File: src/rtl/mem_arbiter.sv
// mem_arbiter: shares one synchronous memory port between the CPU and an external requester
// Ports:
//   clk, reset                      clock, synchronous active-high reset
//   cpu_req/addr/read_op/write_op/wdata  CPU access request and fields
//   ext_req/addr/read_op/write_op/wdata  external (debug/DMA) access request and fields
//   cpu_gnt, ext_gnt                access issued this cycle (combinational)
//   cpu_rvalid, ext_rvalid          read data valid, cycle after a granted read
//   rdata                           mem_rdata pass-through, qualified by *_rvalid
//   mem_addr/read_op/write_op/wdata memory port request fields
//   mem_rdata                       memory read data
//   owner                           1 when ext is granted this cycle, else 0
// Op encodings: LNONE = 3'd0, SNONE = 2'd0 (any other value is a real access).
// Config: MEM_ARB_RR_EN selects round-robin arbitration on contention; otherwise
//   fixed CPU priority with an ext starvation override after MAX_WAIT stall cycles.
module mem_arbiter #(
    parameter int ADDR_W   = 32,
    parameter int DATA_W   = 32,
    parameter int MAX_WAIT = 15
) (
    input  logic              clk,
    input  logic              reset,
    input  logic              cpu_req,
    input  logic [ADDR_W-1:0] cpu_addr,
    input  logic [2:0]        cpu_read_op,
    input  logic [1:0]        cpu_write_op,
    input  logic [DATA_W-1:0] cpu_wdata,
    output logic              cpu_gnt,
    output logic              cpu_rvalid,
    input  logic              ext_req,
    input  logic [ADDR_W-1:0] ext_addr,
    input  logic [2:0]        ext_read_op,
    input  logic [1:0]        ext_write_op,
    input  logic [DATA_W-1:0] ext_wdata,
    output logic              ext_gnt,
    output logic              ext_rvalid,
    output logic [DATA_W-1:0] rdata,
    output logic [ADDR_W-1:0] mem_addr,
    output logic [2:0]        mem_read_op,
    output logic [1:0]        mem_write_op,
    output logic [DATA_W-1:0] mem_wdata,
    input  logic [DATA_W-1:0] mem_rdata,
    output logic              owner
);
    localparam logic [2:0] LNONE = 3'd0;
    localparam logic [1:0] SNONE = 2'd0;

    logic rd_pend, rd_owner, ext_win;

`ifdef MEM_ARB_RR_EN
    logic last_winner;
    always_ff @(posedge clk) begin
        if (reset)
            last_winner <= 1'b0;
        else if (cpu_gnt || ext_gnt)
            last_winner <= ext_gnt;
    end
    assign ext_win = !last_winner;
`else
    localparam logic [7:0] MW = 8'(MAX_WAIT);
    logic [7:0] wait_cnt;
    always_ff @(posedge clk) begin
        if (reset || !ext_req || ext_gnt)
            wait_cnt <= 8'd0;
        else if (wait_cnt != MW)
            wait_cnt <= wait_cnt + 8'd1;
    end
    assign ext_win = wait_cnt == MW;
`endif

    always_comb begin
        cpu_gnt      = !reset && cpu_req && (!ext_req || !ext_win);
        ext_gnt      = !reset && ext_req && (!cpu_req || ext_win);
        owner        = ext_gnt;
        mem_addr     = cpu_gnt ? cpu_addr     : ext_gnt ? ext_addr     : '0;
        mem_read_op  = cpu_gnt ? cpu_read_op  : ext_gnt ? ext_read_op  : LNONE;
        mem_write_op = cpu_gnt ? cpu_write_op : ext_gnt ? ext_write_op : SNONE;
        mem_wdata    = cpu_gnt ? cpu_wdata    : ext_gnt ? ext_wdata    : '0;
        // reset in the data-return cycle suppresses the pending rvalid
        cpu_rvalid   = !reset && rd_pend && !rd_owner;
        ext_rvalid   = !reset && rd_pend && rd_owner;
        rdata        = mem_rdata;
    end

    always_ff @(posedge clk) begin
        if (reset) begin
            rd_pend  <= 1'b0;
            rd_owner <= 1'b0;
        end else begin
            rd_pend  <= (cpu_gnt && cpu_read_op != LNONE) || (ext_gnt && ext_read_op != LNONE);
            rd_owner <= ext_gnt;
        end
    end
endmodule
File: config.mk
export PLATFORM = sky130hd
export DESIGN_NAME = mem_arbiter
export DESIGN_NICKNAME = d
export VERILOG_FILES = /design/src/rtl/mem_arbiter.sv
export SDC_FILE = /design/constraint.sdc
export NUM_CORES = 1
export LEC_CHECK = 0
export BUFFER_PORTS_ARGS = -buffer_cell sky130_fd_sc_hd__buf_2
export CAP_MARGIN = 20
export CORE_AREA = 2 2 108 110
export CTS_BUF_LIST = sky130_fd_sc_hd__clkbuf_4 sky130_fd_sc_hd__clkbuf_8 sky130_fd_sc_hd__clkbuf_16
export CTS_CLUSTER_SIZE = 40
export DETAILED_ROUTE_END_ITERATION = 12
export DIE_AREA = 0 0 110 112
export SYNTH_ARGS = -nofsm -noshare
export SYNTH_HDL_FRONTEND = slang
export SYNTH_SLANG_ARGS = --single-unit
File: constraint.sdc
create_clock -name clk -period 2.05 [get_ports clk]
set_input_delay 0.41 -clock clk [delete_from_list [all_inputs] [get_ports clk]]
set_output_delay 0.41 -clock clk [all_outputs]
set_load 0.05 [all_outputs]
==> results.py <==
metrics = {
    "placement": {
        "placed_area_sq_mm": 0.00267,
        "port_buffers": 215,
        "place_congestion": 0.896,
        "dp_slack_ns": -0.298,
        "hpwl_um": 6730,
    },
    "clock_tree": {
        "clk_latency_ns": 0.23,
        "cts_root_buf": "clkbuf_16",
        "cts_buffers": 3,
        "cts_max_level": 1,
        "cts_tree": "done",
        "clockBufferDepth": 2,
        "cts.sinks": 10,
        "clk_pin_slew_ns": 0.04,
    },
    "yosys": {
        "syn-instance-count": 173,
        "seq_area_frac_synth": 0.131,
        "synth.distinct_cells": 25,
        "avgSynthCellArea_sq_um": 8.83,
        "synth_nets": 348,
        "netlist_area_sq_mm": 0.00153,
        "synth_warnings": 0,
        "synth.ff_latch_count": 10,
    },
    "grt": {
        "grt_pass1_wl_um": 12000,
        "grt_max_degree": 58,
        "antenna_found_initial": 0,
        "grt-ovfl-total": 0,
        "first_global_vias": 2296,
        "grt_usage": 0.126,
    },
    "detailed_routing": {
        "ant_nets": 0,
        "initialDrtViolationCount": 134,
        "postRouteWirelength_um": 9660,
        "vias_per_cell": 4.75,
        "num_vias": 2392,
        "drcViolationCount": 0,
        "wire_per_inst_um": 19.2,
        "drtPass1Iterations": 5,
    },
    "timing": {
        "fin_ws_ns": -0.475,
        "fin_crit_ns": 2.53,
        "finClkSkew_ns": 0.00133,
        "finalCritPeriodShare": 1.23,
        "hold_viol": 0,
        "drv_slew": 0,
        "fmax_mhz": 396,
        "rsz0062_at_grt": "yes",
        "relSlewSlack": 0.574,
        "worst_slew_pin_slew_ns": 0.636,
        "report.final.setup_viol": 72,
    },
    "cells_and_area": {
        "drive_above_1_share": 0.823,
        "layout_commonest_cell": "buf_2",
        "fin_area_sq_mm": 0.00346,
        "syn2layout_area_growth_pct": 126,
        "final_net_count": 538,
        "diodes": 0,
        "final_cell_mix": "143 x buf_2, 59 x buf_6, 47 x a32o_2, 23 x a32o_1, 13 x buf_12",
        "final_core_util": 0.309,
    },
    "worst_hold_path": {
        "hold_path.class": "flop to flop",
    },
    "worst_setup_path": {
        "cp_data_arrival_time_ns": 2.12,
        "worstSetupPathType": "flop to output pin",
        "startpoint_type": "flop",
        "required_ns": 1.64,
        "crit_path_max_fanout": 26,
        "cp-end-kind": "output pin",
    },
    "run": {
        "maxCapViolations": 0,
    },
    "floorplanning": {
        "placementRows": 39,
        "dieArea_sq_mm": 0.0123,
        "start_util": 0.137,
        "ios": 280,
        "core_area_sq_mm": 0.0112,
        "die_y_um": 112,
        "die_width_um": 110,
    },
    "status": {
        "status": "finished, violations left",
        "violations": "negative setup slack",
    },
    "power_and_ir_drop": {
        "ir_drop_uv": 326,
        "power_density_mw_per_mm2": 428,
        "leakagePower_nw": 1.83,
    },
}
==> cell usage after synthesis <==
master / count / area (sq um)
nor3b_1: 1 / 7.51
clkbuf_1: 8 / 30.0
a21oi_1: 3 / 15.0
nor2_1: 5 / 18.8
nor2b_1: 1 / 6.26
dfxtp_1: 10 / 200
ha_1: 1 / 12.5
xor2_1: 2 / 17.5
o21ai_0: 3 / 15.0
xnor2_1: 1 / 8.76
buf_6: 8 / 90.1
a32o_1: 70 / 701
or3_1: 5 / 31.3
buf_2: 7 / 35.0
buf_4: 33 / 248
and3_1: 1 / 6.26
nand3_1: 2 / 10.0
o311a_1: 1 / 10.0
o211ai_1: 1 / 7.51
o21ai_2: 1 / 8.76
nand2_1: 2 / 7.51
inv_1: 3 / 11.3
nand4_1: 1 / 6.26
or4_4: 1 / 11.3
and2_1: 2 / 12.5
==> area by class of cell <==
cell class,instances,area (sq um)
fill,1158,7720
timing repair buffer,241,1990
multi-input combinational,104,1000
sequential,10,201
tap,143,179
clock buffer,3,75.1
inverter,3,11.3
==> report_power, final <==
part           switching (W)  internal (W)  total [W]  leakage (nW)
clock              0.0000862      0.000253   0.000339        0.0370
sequential        0.00000191      0.000199   0.000201        0.0817
combinational       0.000531      0.000412   0.000942          1.71
==> cells by family after synthesis <==
group                    count (synthesis)  synth area share
buffers and inverters                   59             0.271
flip-flops                              10             0.131
AND/OR/NAND/NOR                         21            0.0770
AO/OA/AOI/OAI                           79             0.495
adder cells (fa/ha/maj)                  1           0.00819
XOR/XNOR                                 3            0.0172
==> sequential cells by signal, summed over array words and instances (netlist names) <==
signal / count
rd_pend: 1
wait_cnt: 8
rd_owner: 1
==> per-stage QoR <==
step | total power, W | hold WS (ns) | TNS (ns) | cells
2_1_floorplan | 0.000850 | 0.418 | -14.04 | 173
3_3_place_gp | 0.000945 | 0.500 | -15.55 | 491
3_5_place_dp | 0.000951 | 0.511 | -18.55 | 491
4_1_cts | 0.00143 | 0.516 | -31.73 | 498
5_1_grt | 0.00154 | 0.526 | -35.58 | 504
6_report | 0.00148 | 0.512 | -32.41 | 504
==> routing by layer <==
layer	track usage	wire length, um	up-vias
li1	-	-	1080
met1	0.128	3360	1129
met2	0.244	5150	171
met3	0.0299	949	12
met4	0.0464	204	0
met5	0	0	-
==> critical path, stage by stage, from the launching register on <==
cell     delay [ns]
dfxtp_1        0.30
or4_4          0.55
o311a_4        0.41
buf_12         0.19
a32o_2         0.26
buf_12         0.15
==> what timing repair did <==
item,4_1_cts,5_1_grt
hold buffers,0,0
setup buffers,3,1
gates resized for setup,149,42
endpoints found under the setup margin,72,72
cloned,1,7
pin swaps,0,12
==> worst paths after layout <==
check	start	end	slack, ns	cells past startpoint
max	wait_cnt[7]	mem_wdata[8]	-0.48	5
min	wait_cnt[0]	wait_cnt[0]	0.51	2
max reg2reg	wait_cnt[7]	wait_cnt[4]	0.23	4
min reg2reg	wait_cnt[0]	wait_cnt[0]	0.51	2
Note: power is estimated with default switching activity, not from simulation.
